--- src/rtl/hazard_perf_counter.sv ---
// Hazard-control performance counters with a registered, address-indexed readback port.
// Optional forwarding counters (addresses 5-7) are built only when PERF_FWD_CNT_EN is defined.
module hazard_perf_counter #(
  parameter int CNT_W = 32
) (
  input  logic             clk,
  input  logic             rst,
  input  logic             cnt_en,
  input  logic             clr,
  input  logic             PC_EN_IF,
  input  logic             reg_FD_stall,
  input  logic             reg_FD_flush,
  input  logic             reg_DE_flush,
  input  logic [1:0]       forward_ctrl_A,
  input  logic [1:0]       forward_ctrl_B,
  input  logic             forward_ctrl_ls,
  input  logic [2:0]       rd_addr,
  output logic [CNT_W-1:0] rd_data,
  output logic             sat_flag
);
  localparam logic [CNT_W-1:0] ONES = '1;
  localparam logic [CNT_W-1:0] ONE  = {{(CNT_W-1){1'b0}}, 1'b1};

  logic [CNT_W-1:0] cyc_q, cyc_d, stc_q, stc_d, sev_q, sev_d, brf_q, brf_d;
  logic [CNT_W-1:0] max_q, max_d, run_q, run_d, rd_q, rd_d;
  logic             prev_q, prev_d, sat_q, sat_d;
  logic [CNT_W:0]   r;
  logic [CNT_W-1:0] run_n;
  logic             hit, rise;

  // Returns {hit, value}: value clamps at all-ones, hit flags that the add landed on all-ones.
  function automatic logic [CNT_W:0] sadd(input logic [CNT_W-1:0] a, input logic [1:0] inc);
    logic [CNT_W:0] s;
    s = {1'b0, a} + {{(CNT_W-1){1'b0}}, inc};
    if (s[CNT_W]) s[CNT_W-1:0] = ONES;
    return {(inc != 2'd0) && (s[CNT_W-1:0] == ONES), s[CNT_W-1:0]};
  endfunction

`ifdef PERF_FWD_CNT_EN
  logic [CNT_W-1:0] ex_q, ex_d, mem_q, mem_d, ls_q, ls_d;
  logic [1:0]       ex_inc, mem_inc;
  logic             unused_ok;
  assign unused_ok = ^{PC_EN_IF, reg_DE_flush};
`else
  logic             unused_ok;
  assign unused_ok = ^{PC_EN_IF, reg_DE_flush, forward_ctrl_A, forward_ctrl_B, forward_ctrl_ls};
`endif

  always_comb begin
    cyc_d = cyc_q; stc_d = stc_q; sev_d = sev_q; brf_d = brf_q;
    max_d = max_q; run_d = run_q; prev_d = prev_q; sat_d = sat_q;
    rd_d  = '0;
    r     = '0;
    hit   = 1'b0;
    run_n = run_q;
    rise  = reg_FD_stall & ~prev_q;
`ifdef PERF_FWD_CNT_EN
    ex_d = ex_q; mem_d = mem_q; ls_d = ls_q;
    ex_inc  = {1'b0, forward_ctrl_A == 2'b01} + {1'b0, forward_ctrl_B == 2'b01};
    mem_inc = {1'b0, forward_ctrl_A[1]} + {1'b0, forward_ctrl_B[1]};
`endif
    if (clr) begin
      cyc_d = '0; stc_d = '0; sev_d = '0; brf_d = '0;
      max_d = '0; run_d = '0; prev_d = 1'b0; sat_d = 1'b0;
`ifdef PERF_FWD_CNT_EN
      ex_d = '0; mem_d = '0; ls_d = '0;
`endif
    end else begin
      case (rd_addr)
        3'd0: rd_d = cyc_q;
        3'd1: rd_d = stc_q;
        3'd2: rd_d = sev_q;
        3'd3: rd_d = brf_q;
        3'd4: rd_d = max_q;
`ifdef PERF_FWD_CNT_EN
        3'd5: rd_d = ex_q;
        3'd6: rd_d = mem_q;
        3'd7: rd_d = ls_q;
`endif
        default: rd_d = '0;
      endcase
      if (cnt_en) begin
        r = sadd(cyc_q, 2'd1);                  cyc_d = r[CNT_W-1:0]; hit = hit | r[CNT_W];
        r = sadd(stc_q, {1'b0, reg_FD_stall});  stc_d = r[CNT_W-1:0]; hit = hit | r[CNT_W];
        r = sadd(sev_q, {1'b0, rise});          sev_d = r[CNT_W-1:0]; hit = hit | r[CNT_W];
        r = sadd(brf_q, {1'b0, reg_FD_flush});  brf_d = r[CNT_W-1:0]; hit = hit | r[CNT_W];
        if (!reg_FD_stall)  run_n = '0;
        else if (rise)      run_n = ONE;
        else begin
          r = sadd(run_q, 2'd1);
          run_n = r[CNT_W-1:0];
        end
        run_d  = run_n;
        prev_d = reg_FD_stall;
        if (run_n > max_q) begin
          max_d = run_n;
          hit   = hit | (run_n == ONES);
        end
`ifdef PERF_FWD_CNT_EN
        r = sadd(ex_q, ex_inc);                   ex_d  = r[CNT_W-1:0]; hit = hit | r[CNT_W];
        r = sadd(mem_q, mem_inc);                 mem_d = r[CNT_W-1:0]; hit = hit | r[CNT_W];
        r = sadd(ls_q, {1'b0, forward_ctrl_ls});  ls_d  = r[CNT_W-1:0]; hit = hit | r[CNT_W];
`endif
        sat_d = sat_q | hit;
      end
    end
  end

  always_ff @(posedge clk or posedge rst) begin
    if (rst) begin
      cyc_q <= '0; stc_q <= '0; sev_q <= '0; brf_q <= '0;
      max_q <= '0; run_q <= '0; prev_q <= 1'b0; sat_q <= 1'b0; rd_q <= '0;
`ifdef PERF_FWD_CNT_EN
      ex_q <= '0; mem_q <= '0; ls_q <= '0;
`endif
    end else begin
      cyc_q <= cyc_d; stc_q <= stc_d; sev_q <= sev_d; brf_q <= brf_d;
      max_q <= max_d; run_q <= run_d; prev_q <= prev_d; sat_q <= sat_d; rd_q <= rd_d;
`ifdef PERF_FWD_CNT_EN
      ex_q <= ex_d; mem_q <= mem_d; ls_q <= ls_d;
`endif
    end
  end

  assign rd_data  = rd_q;
  assign sat_flag = sat_q;
endmodule

--- config.mk ---
export PLATFORM = sky130hd
export DESIGN_NAME = hazard_perf_counter
export DESIGN_NICKNAME = d
export VERILOG_FILES = /design/src/rtl/hazard_perf_counter.sv
export SDC_FILE = /design/constraint.sdc
export NUM_CORES = 1
export LEC_CHECK = 0
export ABC_AREA = 1
export CORE_ASPECT_RATIO = 1.4
export CORE_MARGIN = 5
export CORE_UTILIZATION = 48
export CTS_CLUSTER_DIAMETER = 120
export DETAILED_ROUTE_END_ITERATION = 10
export HOLD_SLACK_MARGIN = 0.03
export PLACE_DENSITY = 0.67
export SLEW_MARGIN = 20
export SYNTH_ARGS = -nofsm -noshare
export SYNTH_HDL_FRONTEND = slang
export SYNTH_SLANG_ARGS = --single-unit
export TNS_END_PERCENT = 100
--- constraint.sdc ---
create_clock -name clk -period 8.6 [get_ports clk]
set_input_delay 2.58 -clock clk [delete_from_list [all_inputs] [get_ports clk]]
set_output_delay 2.58 -clock clk [all_outputs]
set_load 0.005 [all_outputs]
==> summary by stage, run 1 <==
Status
The flow ran to the end, and the final reports show no timing, DRC or antenna violations.

Floorplan
The starting density of the core is 0.485. In this run the horizontal extent of the chip is 165 um. The row count is 79. The height of the chip is 226 um. The die covers 37,300 um2. The count of boundary I/O pins is 49. The core outline area is 33,100 um2.

Worst hold path
In this run the most critical hold path is launched from sat_flag. In this run the worst hold path is classified as flop to flop.

Run
The max-capacitance violation count is 0.

Cells and area
The finished layout holds 2,913 standard cells, fillers aside. The final-stage net count is 2,504. The layout overhead on the synthesized area is 9.92%. Of the cells placed in the final design, the portion with a size suffix greater than 1 is 0.0571. The number of antenna cells inserted is 0. The post-route core utilization is 0.533.

Yosys
Of the synthesized area, sequential elements account for 0.352. During synthesis, Yosys emitted a total of 0 warnings. The proportion of synthesized flip-flops having asynchronous set or reset is 1.00.

After synthesis the cells add up to 16,100 um2. The net count after synthesis is 2,505. The total of flip-flops plus latches after synthesis is 226. Among all cell types in the netlist, the one instantiated most often is sky130_fd_sc_hd__nand2_1.

In the synthesized netlist, the cells that appear most often are sky130_fd_sc_hd__nand2_1 (605), sky130_fd_sc_hd__inv_1 (328), sky130_fd_sc_hd__nor2_1 (328), sky130_fd_sc_hd__nand3_1 (289), sky130_fd_sc_hd__dfrtp_1 (226). The count of flip-flops with a built-in enable after synthesis is 0. The cell type with the highest aggregate area in the netlist is sky130_fd_sc_hd__dfrtp_1. Ranked by total cell area, the synthesized netlist is headed by sky130_fd_sc_hd__dfrtp_1 (35%), sky130_fd_sc_hd__nand2_1 (14%), sky130_fd_sc_hd__nand3_1 (9.0%). Counting every instance in the synthesized netlist gives 2,449. The most instantiated flip-flop cell in the synthesis netlist is sky130_fd_sc_hd__dfrtp_1. The area share of the largest cell type after synthesis is 0.352. The post-synthesis cell type count is 41.

After synthesis, the mean cell area works out to 6.56 um2.

Clocking
After clock tree synthesis, the setup repair step added 0 buffers. The clock reaches the later pin of the worst-skew pair after 560 ps. CTS placed an instance of sky130_fd_sc_hd__clkbuf_16 at the clock tree root. CTS built an H-tree with a depth of 1. Clock tree synthesis found a total of 226 sinks. The TritonCTS clock tree is yes.

The number of gates resized after CTS was 0. TritonCTS created 26 clock buffers. After clock tree synthesis, the clock-pin slew on the worst setup and hold paths is 60 ps. The hold buffer count at cts is 0.

In this run the deepest clock path goes through 3 buffers.

Setup path
The endpoint type of the worst setup path is a flop. In this run the critical register-to-register path is launched from run_q[10]. The most prevalent standard cell on the critical path is sky130_fd_sc_hd__nand2_1.

The critical path is of the primary input to flop type. The delay of the slowest cell on the worst path is 710 ps. The critical path startpoint is reg_FD_stall.

Broken down by cell family, the worst path's largest delay share belongs to buffers and inverters. The signal on the critical path passes through clkdlybuf4s50_1, nand2_1, inv_2, nand2_1, nor2_2, ha_1, nand2_1, nor2_1, nand4_1, nor4_1, nand2_1, nand2_1, nand2_1, a21boi_4, buf_4, o21ai_0. The required time of the worst setup path is 9030 ps. STA classifies the critical path startpoint as a primary input. The critical-path maximum fanout is 40. The slowest stage of the critical path belongs to the cell sky130_fd_sc_hd__clkdlybuf4s50_1. For the worst setup path, the data arrival time is 6410 ps. The number of buffer and inverter stages on the critical path is 3.

Timing
The final max-slew violation count is 0. The final clock period utilization by the worst path is 0.695. Setup repair after global routing left no endpoint under its margin. The clock period minus final worst setup slack is 5980 ps. After routing, the total negative slack on setup checks comes to 0 ps. The final number of hold-violating endpoints is 0. Measured against its own limit, the worst slew margin works out to 0.264.

The clock skew after layout is 17.8 ps. Static timing analysis puts the maximum clock frequency at 167 MHz. Setup violations remaining at the end of the flow were counted as 0.

The transition at the pin with the smallest max-transition slack is 1100 ps.

Drt
The detailed-route via count is 16,200. The final layout contains routed wiring with a total length of 52.2 mm. The iteration count of the initial detailed-routing pass is 8. The routed wirelength normalized by instance count is 17.9 um. In the routed design, unresolved DRC markers number 0. The initial DRC count is 1,380. The ratio of routed vias to standard cells is 5.57. The residual antenna-violating net count after detailed routing is 0.

Placement
The total half-perimeter wirelength after legalization and detailed placement is 39.6 mm. Input and output buffers added on the ports amount to 41. The congestion estimate from routability-driven global placement came to 0.974. The number of placed instances, taps included, is 2,865.

Pwr
In this run the static leakage power is 7.82 nW. Across the VDD grid, the largest voltage drop is 0.124 mV. The power density normalized to cell area is 133 nW/um2.

Global route
The global-route wire length before repair is 82.7 mm. The via count of the first global-routing pass is 15,600. The initial antenna violation count is 1. The maximum number of pins on one net before global-route repair is 121. The sum of overflow across all layers after global routing is 0.

Across every metal layer, demand over resource in global routing totals 0.281.
## stage by stage
| step | hold slack, ps | worst slack, ps | instance area (um2) | power [mW] |
|---|---|---|---|---|
| 6_report | 528 | 2620 | 17700 | 2.35 |
| 5_1_grt | 565 | 2320 | 17700 | 2.44 |
| 2_1_floorplan | 519 | 3070 | 16100 | 1.18 |
| 4_1_cts | 533 | 2620 | 17700 | 2.38 |
| 3_5_place_dp | 520 | 2050 | 16800 | 1.22 |
| 3_3_place_gp | 518 | 2110 | 16800 | 1.22 |
## report_power, final
| part | total [mW] | leakage [nW] | switching [mW] | internal (mW) |
|---|---|---|---|---|
| registers | 1.07 | 3.15 | 0.00449 | 1.07 |
| logic | 0.130 | 4.24 | 0.105 | 0.0253 |
| clock network | 1.15 | 0.436 | 0.472 | 0.678 |
| total | 2.35 | 7.82 | 0.582 | 1.77 |
## placed cells by master (no fill, tap or decap), types with 40 or more instances in the layout
| cell type | synthesis | layout |
|---|---|---|
| sky130_fd_sc_hd__clkdlybuf4s50_1 | 0 | 40 |
| sky130_fd_sc_hd__dfrtp_1 | 226 | 226 |
| sky130_fd_sc_hd__ha_1 | 40 | 40 |
| sky130_fd_sc_hd__inv_1 | 328 | 327 |
| sky130_fd_sc_hd__nand2_1 | 605 | 605 |
| sky130_fd_sc_hd__nand3_1 | 289 | 289 |
| sky130_fd_sc_hd__nor2_1 | 328 | 328 |
| sky130_fd_sc_hd__nor3_1 | 67 | 67 |
| sky130_fd_sc_hd__o21ai_0 | 201 | 201 |
| sky130_fd_sc_hd__o22ai_1 | 94 | 94 |
## flip-flops by register name (all words and copies together) (netlist names)
register,flops
sat_flag,1
cyc_q,32
run_q,32
max_q,32
brf_q,32
stc_q,32
prev_q,1
rd_data,32
sev_q,32
## worst register-to-register path, stage by stage, from the launching register on
cell                       delay (ps)
sky130_fd_sc_hd__dfrtp_1          460
sky130_fd_sc_hd__nand2_1          100
sky130_fd_sc_hd__nor2_1           220
sky130_fd_sc_hd__nand2_1          200
sky130_fd_sc_hd__nor3_1           540
sky130_fd_sc_hd__nand3_1          210
sky130_fd_sc_hd__inv_1            110
sky130_fd_sc_hd__nand2_1           80
sky130_fd_sc_hd__xor2_1           160
sky130_fd_sc_hd__nor2_1           180
sky130_fd_sc_hd__inv_1             60
sky130_fd_sc_hd__nand2_1           80
sky130_fd_sc_hd__inv_1             50
sky130_fd_sc_hd__ha_1             290
sky130_fd_sc_hd__nand2_1           70
sky130_fd_sc_hd__nor2_1           170
sky130_fd_sc_hd__nand4_1          170
sky130_fd_sc_hd__nor4_1           300
sky130_fd_sc_hd__nand2_1          100
sky130_fd_sc_hd__nand2_1           70
sky130_fd_sc_hd__nand2_1          110
sky130_fd_sc_hd__a21boi_4         500
sky130_fd_sc_hd__buf_4            400
sky130_fd_sc_hd__o21ai_0          140
## routing by layer
| layer | up-vias | global-route usage | share of wire |
|---|---|---|---|
| li1 | 7954 | - | - |
| met1 | 7560 | 0.338 | 0.39 |
| met2 | 545 | 0.479 | 0.48 |
| met3 | 154 | 0.0364 | 0.059 |
| met4 | 2 | 0.163 | 0.068 |
| met5 | - | 0 | 0.00025 |
## path summary, 6_finish.rpt
| check | cells after the start | slack [ps] | endpoint |
|---|---|---|---|
| setup / recovery | 16 | 2620 | max_q[7] |
| hold / removal | 2 | 530 | sat_flag |
| setup reg to reg | 23 | 3700 | max_q[7] |
| hold reg to reg | 2 | 530 | sat_flag |
| max in group asynchronous | 3 | 4890 | rd_data[6] |
| min in group asynchronous | 2 | 2420 | stc_q[22] |
## area by class of cell
| class | count | area, um2 |
|---|---|---|
| repair buffers | 56 | 522 |
| clock buffers | 32 | 714 |
| inverters | 338 | 1270 |
| multi-input cells | 1800 | 8770 |
| clock inverters | 16 | 160 |
| well taps | 445 | 557 |
| fillers | 3332 | 15500 |
| flip-flops and latches | 226 | 5660 |
## kinds of logic after synthesis
family,after synthesis,share of synthesized area
xor+xnor,31,0.0169
fa+ha+maj,40,0.0312
buf+inv,423,0.102
compound gates,337,0.114
simple gates,1384,0.378
flops,226,0.352
mux,8,0.00561
No activity file was read; power rests on OpenSTA's default activity.
==> run 2: changes to the inputs <==
clock period = 5.1 ns   (was 8.6 ns; I/O delays follow)
==> summary by stage, run 2 (synthesis results as in run 1) <==
Setup path
The critical path startpoint is reg_FD_stall (unchanged). The delay of the slowest cell on the worst path is 630 ps (was 710 ps). The critical setup path kind is primary input to flop (unchanged). The endpoint type of the worst setup path is a flop (unchanged). The critical-path maximum fanout was 14 (was 40). The critical register-to-register path endpoint is sat_flag (was max_q[7]). The category of cells accounting for the largest share of critical-path delay is simple AND/OR/NAND/NOR gates (was buffers and inverters).

The number of cell instances on the worst register-to-register path was 27 (was 23). The number of buffer and inverter stages on the critical path is 2 (was 3). The setup slack on the worst flop-to-flop path was 730 ps (was 3700 ps). The required time of the worst setup path is 5590 ps (was 9030 ps). The nature of the critical path startpoint is a primary input (unchanged). The arrival time at the worst endpoint is 4860 ps (was 6410 ps). Critical path cell sequence: clkdlybuf4s50_1, inv_1, nor2_1, ha_1, ha_1, nand2_2, nor2_4, nand2_4, nor2_8, nand3_4, nand2_2, nand2_1, nor2_1, nand3_1, nor2_1, nand2_1, nand2_1, nor2_1, nand3_1, nand2_1, a21oi_2 (was clkdlybuf4s50_1, nand2_1, inv_2, nand2_1, nor2_2, ha_1, nand2_1, nor2_1, nand4_1, nor4_1, nand2_1, nand2_1, nand2_1, a21boi_4, buf_4, o21ai_0).

The cell type of the slowest stage on the worst timing path is sky130_fd_sc_hd__clkdlybuf4s50_1 (unchanged). The reg-to-reg startpoint was run_q[10] (unchanged).

Global route
The maximum number of pins on one net before global-route repair came to 154 (was 121). The total global routing track utilization is 0.289 (was 0.281). The global-route wire length before repair is 84.7 mm (was 82.7 mm). The initial antenna violation count is 1 (unchanged). The sum of overflow across all layers after global routing is 0 (unchanged). The via count of the first global-routing pass was 15,700 (was 15,600).

Timing
The clock skew after layout is 26.0 ps (was 17.8 ps). The final number of hold-violating endpoints is 0 (unchanged). Based on the critical path, the design can be clocked at up to 229 MHz. The final number of setup-violating endpoints is 0 (unchanged). The remaining max-slew budget at the tightest pin is 0.311 (was 0.264).

The worst setup slack after layout is 726 ps (was 2620 ps). The transition at the pin with the smallest max-transition slack is 1030 ps (was 1100 ps). In the finished design, the share of the clock period the worst path needs comes to 0.858. The clock period minus final worst setup slack is 4370 ps. Setup repair after global routing missed its margin: false (unchanged). The final max-slew violation count came to 0 (unchanged). The aggregate negative setup slack is 0 ps (unchanged).

Drt
The detailed-route via count is 16,300 (was 16,200). The ratio of routed vias to standard cells is 5.55 (was 5.57). The routed wirelength normalized by instance count is 18.4 um (was 17.9 um). The total wire length is 53.8 mm (was 52.2 mm). The iteration count of the initial detailed-routing pass came to 6 (was 8). The residual antenna-violating net count after detailed routing came to 0 (unchanged). The DRC violation count after routing is 0 (unchanged).

The initial DRC count is 1,469 (was 1,380).

Cells and area
The number of fill cells is 3,337 (was 3,332). The filler-free cell count of the finished design is 2,928 (was 2,913). The ratio of cells with drive above 1 in the final layout is 0.0624 (was 0.0571). The layout overhead on the synthesized area is 11.3% (was 9.92%). The final-stage net count is 2,517 (was 2,504). Commonest non-fill, non-tap cells in the layout: sky130_fd_sc_hd__nand2_1 (605), sky130_fd_sc_hd__nor2_1 (328), sky130_fd_sc_hd__inv_1 (327) (unchanged). The commonest non-fill, non-tap cell in the layout is sky130_fd_sc_hd__nand2_1 (unchanged).

Clocking
The clock latency on the worst-skew pair is 560 ps (about the same). The number of sinks on the clock net came to 226 (unchanged). The hold buffer count at cts is 0 (unchanged). The post-CTS repair timing setup buffer count was 0 (unchanged). The CTS buffer count came to 27 (was 26).

The TritonCTS clock tree is yes (unchanged). The maximum number of buffers from clock root to sink came to 3 (unchanged). The clock-pin transition on the worst setup and hold timing paths is 60 ps (about the same).

The root cell of the clock tree is sky130_fd_sc_hd__clkbuf_16 (unchanged). The post-cts gate resize count is 0 (unchanged). The maximum level of the CTS H-tree came to 1 (unchanged).

Run
The max-capacitance violation count is 0 (unchanged).

Status
Result of the run: completed (unchanged).

Worst hold path
The number of stages on the worst hold path came to 2 (unchanged). The start point of the worst min-delay path is max_q[5] (was sat_flag). The worst hold-check path type was flop to flop (unchanged). The hold-critical path endpoint is max_q[5] (was sat_flag).

Floorplan
The starting density of the core was 0.485 (unchanged). The die boundary width is 165 um (unchanged). The area enclosed by the die boundary is 37,300 um2 (unchanged). The row count is 79 (unchanged).

The core outline area is 33,100 um2 (unchanged). The height of the chip is 226 um (unchanged). The count of boundary I/O pins came to 49 (unchanged).

Pwr
The maximum vdd drop is 0.273 mV (was 0.124 mV). The power density normalized to cell area was 230 nW/um2 (was 133 nW/um2). The static leakage is 7.94 nW (was 7.82 nW).

Placement
The global placement routability congestion was 0.946 (was 0.974). The count of input and output buffers is 41 (unchanged). The worst setup slack after placement is 211 ps (was 2050 ps). The instance count after placement with tap cells included is 2,877 (was 2,865). The total half-perimeter wirelength after legalization and detailed placement is 40.3 mm (was 39.6 mm).
[run 2: cell types whose count changed in the layout (fill, tap and decap cells not counted), sizes merged]
cell,change
inv,+1
buf,+12
clkbuf,+4
clkinv,-4
diode,+1
bufinv,+1
[run 2: worst max-delay path by stage]
stage               end  slack [ps]  depth (start not counted)
2_1_floorplan  brf_q[0]         620                          1
3_3_place_gp   sat_flag         220                         21
3_5_place_dp   sat_flag         210                         20
4_1_cts        sat_flag         740                         27
5_1_grt        sat_flag         430                         27
6_report       sat_flag         730                         21
[run 2: through the flow]
stage                     area, um2  power, mW  hold slack (ps)  utilization
after floorplan               16100       1.99              519            -
after global placement        16900       2.07              540        0.511
after detailed placement      16900       2.08              549        0.511
after CTS                     17900       4.16              560        0.540
after global routing          17900       4.26              589        0.540
final                         17900       4.12              561        0.540
[run 2: metal layers]
| layer | track usage | part of all wire |
|---|---|---|
| met1 | 0.351 | 0.39 |
| met2 | 0.497 | 0.49 |
| met3 | 0.0307 | 0.058 |
| met4 | 0.161 | 0.063 |
| met5 | 0 | 0 |
[run 2: worst min-delay path, cell delays in order (launching register included)]
cell and delay [ps]:
sky130_fd_sc_hd__dfrtp_1 320, sky130_fd_sc_hd__inv_1 60, sky130_fd_sc_hd__o21ai_0 150
[run 2: where the power goes]
| group | switching, mW | leakage, nW | internal [mW] |
|---|---|---|---|
| clock network | 0.816 | 0.468 | 1.26 |
| logic | 0.182 | 4.32 | 0.0526 |
| registers | 0.00778 | 3.15 | 1.80 |
| total | 1.01 | 7.94 | 3.11 |
[run 2: cell type report]
| class | instances | area, um2 | share of cell area |
|---|---|---|---|
| clock inverters | 14 | 179 | 0.0100 |
| well taps | 445 | 557 | 0.0311 |
| clock buffers | 36 | 769 | 0.0430 |
| flip-flops and latches | 226 | 5660 | 0.316 |
| diodes | 1 | 2.50 | 0.000140 |
| inverters | 338 | 1270 | 0.0712 |
| multi-input cells | 1800 | 8770 | 0.491 |
| repair buffers | 68 | 671 | 0.0375 |
==> run 3: changes to the inputs <==
SKIP_CTS_REPAIR_TIMING = 1   (was unset)
SLEW_MARGIN = 25   (was 20)
==> results of run 3 <==
Final layout, timing and power as in run 2 (identical DEF).
